## config.mk

```make
export PLATFORM = sky130hd
export DESIGN_NAME = stopwatch_ctrl
export DESIGN_NICKNAME = d
export VERILOG_FILES = /design/src/rtl/stopwatch_ctrl.sv
export SDC_FILE = /design/constraint.sdc
export NUM_CORES = 1
export LEC_CHECK = 0
export BUFFER_PORTS_ARGS = -buffer_cell sky130_fd_sc_hd__clkbuf_2
export CAP_MARGIN = 20
export CORE_AREA = 3 3 50 75
export CTS_CLUSTER_DIAMETER = 40
export DETAILED_ROUTE_END_ITERATION = 12
export DIE_AREA = 0 0 53 78
export GPL_TIMING_DRIVEN = 0
export PLACE_DENSITY = 0.76
export SYNTH_ARGS = -nofsm -noshare
export SYNTH_HDL_FRONTEND = slang
export SYNTH_SLANG_ARGS = --single-unit
```

## constraint.sdc

```tcl
create_clock -name sys_clk -period 3.05 [get_ports sys_clk]
set_input_delay 0.1525 -clock sys_clk [delete_from_list [all_inputs] [get_ports sys_clk]]
set_output_delay 0.1525 -clock sys_clk [all_outputs]
set_load 0.05 [all_outputs]
```

## src/rtl/stopwatch_ctrl.sv

```systemverilog
// BCD MM:SS stopwatch sequencer driven by divided-clock levels from the clock divider.
// Divided clocks become one-cycle sys_clk ticks; all state and outputs are registered.
module stopwatch_ctrl #(
  parameter int unsigned MAX_MIN = 59,
  parameter int unsigned MAX_SEC = 59
) (
  input  logic       sys_clk,
  input  logic       rst,
  input  logic       onehz_clk,
  input  logic       twohz_clk,
  input  logic       blinker_clk,
  input  logic       pause_pulse,
  input  logic       adj,
  input  logic       sel,
  output logic [3:0] min_tens,
  output logic [3:0] min_ones,
  output logic [3:0] sec_tens,
  output logic [3:0] sec_ones,
  output logic       blank_min,
  output logic       blank_sec,
  output logic       running
);

  localparam logic [7:0] MaxMin = 8'(MAX_MIN);
  localparam logic [7:0] MaxSec = 8'(MAX_SEC);

  typedef enum logic {StRun, StPause} state_e;

  state_e     state_q, state_d;
  logic       onehz_q, twohz_q;
  logic [3:0] min_tens_q, min_tens_d, min_ones_q, min_ones_d;
  logic [3:0] sec_tens_q, sec_tens_d, sec_ones_q, sec_ones_d;
  logic       blank_min_q, blank_min_d, blank_sec_q, blank_sec_d;
  logic       tick1, tick2;
  logic [8:0] sec_next, min_next;

  // Returns {wrap, tens, ones}; wrap is set when the field was at max_val.
  function automatic logic [8:0] bcd_inc(input logic [3:0] tens, input logic [3:0] ones,
                                         input logic [7:0] max_val);
    logic [7:0] val;
    val = ({4'd0, tens} * 8'd10) + {4'd0, ones};
    if (val == max_val) begin
      bcd_inc = {1'b1, 4'd0, 4'd0};
    end else if (ones == 4'd9) begin
      bcd_inc = {1'b0, tens + 4'd1, 4'd0};
    end else begin
      bcd_inc = {1'b0, tens, ones + 4'd1};
    end
  endfunction

  always_comb begin
    tick1       = onehz_clk & ~onehz_q;
    tick2       = twohz_clk & ~twohz_q;
    sec_next    = bcd_inc(sec_tens_q, sec_ones_q, MaxSec);
    min_next    = bcd_inc(min_tens_q, min_ones_q, MaxMin);
    min_tens_d  = min_tens_q;
    min_ones_d  = min_ones_q;
    sec_tens_d  = sec_tens_q;
    sec_ones_d  = sec_ones_q;
    state_d     = state_q;
    if (pause_pulse) begin
      state_d = (state_q == StRun) ? StPause : StRun;
    end
    // Ticks use state_q, so a tick coinciding with pause_pulse sees the pre-toggle state.
    if (!adj) begin
      if (state_q == StRun && tick1) begin
        {sec_tens_d, sec_ones_d} = sec_next[7:0];
        if (sec_next[8]) begin
          {min_tens_d, min_ones_d} = min_next[7:0];
        end
      end
    end else if (tick2) begin
      if (sel) begin
        {sec_tens_d, sec_ones_d} = sec_next[7:0];
      end else begin
        {min_tens_d, min_ones_d} = min_next[7:0];
      end
    end
    blank_min_d = adj & ~sel & blinker_clk;
    blank_sec_d = adj & sel & blinker_clk;
  end

  always_ff @(posedge sys_clk or posedge rst) begin
    if (rst) begin
      state_q     <= StRun;
      onehz_q     <= 1'b0;
      twohz_q     <= 1'b0;
      min_tens_q  <= 4'd0;
      min_ones_q  <= 4'd0;
      sec_tens_q  <= 4'd0;
      sec_ones_q  <= 4'd0;
      blank_min_q <= 1'b0;
      blank_sec_q <= 1'b0;
    end else begin
      state_q     <= state_d;
      onehz_q     <= onehz_clk;
      twohz_q     <= twohz_clk;
      min_tens_q  <= min_tens_d;
      min_ones_q  <= min_ones_d;
      sec_tens_q  <= sec_tens_d;
      sec_ones_q  <= sec_ones_d;
      blank_min_q <= blank_min_d;
      blank_sec_q <= blank_sec_d;
    end
  end

  assign min_tens  = min_tens_q;
  assign min_ones  = min_ones_q;
  assign sec_tens  = sec_tens_q;
  assign sec_ones  = sec_ones_q;
  assign blank_min = blank_min_q;
  assign blank_sec = blank_sec_q;
  assign running   = (state_q == StRun);

endmodule

```

==> results by group <==
Outcome
  • Status: finished, final reports clean

Worst setup path
  • Startpoint Class: flip-flop
  • Worst Path Required: 3.20 ns
  • Crit. End Element: flip-flop
  • Crit path max-delay family: adder cells
  • Crit path cell chain: ha_1, ha_1, fa_1, inv_1, a211o_1, a2111oi_4, buf_4, a21oi_4, a221o_1
  • Critical path class: reg -> reg
  • Top cell by count, worst path: ha_1
  • Worst path depth: 9
  • CP max stage delay: 0.53 ns
  • Worst r2r path cells: 9
  • CP max-delay cell: fa_1
  • Critical Path Fanout Max: 7
  • Worst path bufs/invs: 2
  • Worst EP arrival: 3.08 ns

GRT
  • GRT Util Overall: 18.39%
  • GRT busiest layer: met2
  • GR Util met2: 34.83%
  • Largest net degree at the start of global routing: 22
  • Met1 global-route usage: 19.09%
  • Initial antenna violation count: 0
  • Vias in the first global route: 1349
  • Met3 usage: 1.727%
  • First-pass GRT wire length: 5.782 mm
  • Total global routing overflow: 0

Synthesis
  • Area contributors post-synth: dfrtp_1, ha_1, fa_1, a22o_1, inv_1
  • Yosys warns: 0
  • Syn Std Cell Area: 1565 um2
  • Leading area contributor after synthesis: dfrtp_1
  • Fraction of registers with async set/reset: 100.0%
  • Synth Register Bits: 21
  • Ys flop type: dfrtp_1
  • Register area share after synthesis: 33.57%
  • Avg Cell Area, Syn: 10.44 um2
  • Synthesized Nets: 182
  • Syn Inst Count: 150
  • Post-synth top area share: 33.57%
  • Number of distinct library cells after synthesis: 46
  • EDFF count, synth: 0

STA
  • Unrepaired setup endpoints after global routing: no
  • Min Tclk post-route: 2.929 ns
  • Setup ws final: 0.1215 ns
  • Final Hold Vio Count: 0
  • Final setup viols: 0
  • Worst Skew: 0.001058 ns
  • Period utilisation layout: 96.02%
  • Slew HR: 46.67%
  • Worst Max-Slew Pin Slew: 0.7991 ns
  • TNS Setup: 0 ns
  • Final Max Tran Viols: 0
  • F_max: 341.5 MHz

Die
  • Starting Density: 49.54%
  • Die Ht: 78 um
  • # IOs: 27
  • Die Footprint: 4134 um2
  • Core area: 3159 um2
  • Die Wd: 53 um
  • # rows: 25

Layout
  • ANT cells: 0
  • Number of nets in the layout: 214
  • Final Util: 57.15%
  • Filler cells: 274
  • P&R area growth vs syn: 15.35%
  • Layout cell share with drive strength beyond 1: 23.20%

Route
  • Via/cell ratio: 5.837
  • Routed wire per std cell: 14.55 um
  • Initial DRT Pass Iterations: 4
  • Iteration-0 DRC count of the detailed router: 19
  • DRC Markers: 0
  • Vias: 1290
  • Routed WL: 3.216 mm
  • Final ANT Viol Nets: 0

Power and ir drop
  • Leakage: 0.8913 nW
  • VDD IR max: 0.6832 mV
  • Power per cell area: 900.4 nW/um2
  • Pwr Total: 1.626 mW

Worst hold path
  • HP Class: in -> async

Clock network
  • Clock-pin slew on the worst setup and hold paths: 0.07 ns
  • Cts hold-fix bufs: 0
  • Max Root-Sink Buffers: 2
  • Root buffer selected by CTS: clkbuf_8
  • Cts bufs inserted: 3
  • TritonCTS clock tree: done
  • Worst-Skew Late Latency: 0.26 ns
  • H-tree depth: 1
  • Clock tree sinks: 21

Placement
  • I/O Buffers: 26
  • Final GP Congestion: 0.7890
  • Pre-CTS setup slack: 0.05820 ns
  • Post-DP HPWL: 2.566 mm

Job
  • Max Cap Viol: 0
report_power, final:
part | leakage [nW] | total [mW] | switching [mW] | internal [mW]
Clock | 0.0255 | 0.183 | 0.0915 | 0.0911
Combinational | 0.603 | 0.937 | 0.634 | 0.303
Sequential | 0.263 | 0.506 | 0.148 | 0.358
Total | 0.891 | 1.63 | 0.873 | 0.753
cells in the mapped netlist, drive strengths merged (2+ instances only):
cell and count:
and3b 3, nor4 2, or4 2, a22o 6
fa 4, nor2b 3, ha 20, clkbuf 2
and2 4, inv 12, o22ai 4, xor2 2
nand4 2, a32o 2, a21oi 9, nand2 5
nor2 9, nand3 9, and4 2, dfrtp 21
and3 3, a21o 2, o21ai 4
flip-flops by register name, indices dropped and copies added (netlist names), 4 cells and up:
register	flops
min_ones	4
min_tens	4
sec_ones	4
sec_tens	4
logic make-up (layout without fill, tap and decap cells):
| logic type | count (synthesis) | after routing | share of synthesized area [%] |
|---|---|---|---|
| and+or+nand+nor | 50 | 50 | 20.79 |
| AOI/OAI and AO/OA | 37 | 37 | 18.79 |
| adders and majority gates | 24 | 24 | 21.10 |
| DFF | 21 | 21 | 33.57 |
| buffers and inverters | 14 | 45 | 3.357 |
| xor gates and xnor gates | 3 | 3 | 1.679 |
| muxes | 1 | 1 | 0.7194 |
cell type report:
class	count	area, um2	share of cell area, %
plain buffers	2	7.507	0.4158
clock buffers	3	41.29	2.287
clock inverters	1	5.005	0.2772
inverters	12	45.04	2.495
multi-input cells	115	993.5	55.02
flip-flops and latches	21	525.5	29.11
well taps	40	50.05	2.772
repair buffers	27	137.6	7.623
routing by layer:
metal	wire, um	vias to the layer above
li1	-	623
met1	1205	633
met2	1843	28
met3	93	6
met4	73	0
met5	0	-
timing repair:
action	CTS	global route
resized for setup	0	1
setup endpoints to repair	0	13
setup buffers	0	1
metrics by stage:
stage                     hold slack (ns)  area, um2  instances
after floorplan                    0.1290       1565        150
after global placement             0.2792       1745        216
after detailed placement           0.2835       1745        216
after CTS                        0.005393       1792        220
after global routing             0.004834       1805        221
final                             0.01183       1805        221
layout by cell type (no fill, tap or decap), types with 2 or more instances in the layout:
cell type and instances:
nor2_1 9, clkbuf_1 2, dfrtp_1 21, a32o_1 2, ha_1 20, fa_1 4, a22o_1 6, nand3_1 8
nor2b_1 3, and2_1 3, o21ai_0 4, xor2_1 2, a21oi_1 8, a21o_1 2, nand4_1 2, nand2_1 5
inv_1 12, and3b_1 3, and4_1 2, clkbuf_2 26, clkbuf_8 3, and3_1 3, o22ai_1 4
worst reg2reg max path: stages, from the launching register on:
cell and delay, ns:
dfrtp_1 0.48, ha_1 0.34, ha_1 0.23, fa_1 0.53
inv_1 0.05, a211o_1 0.25, a2111oi_4 0.34, buf_4 0.21
a21oi_4 0.06, a221o_1 0.32
final timing paths:
kind,start,slack (ns),to
setup / recovery,min_tens[1],0.12,min_ones[3]
hold / removal,rst,0.01,min_tens[2]
setup reg to reg,min_tens[1],0.12,min_ones[3]
hold reg to reg,state_q,0.55,state_q
max in group asynchronous,rst,2.54,sec_tens[2]
min in group sys_clk,twohz_clk,0.01,twohz_q
Note: power is estimated with default switching activity, not from simulation.
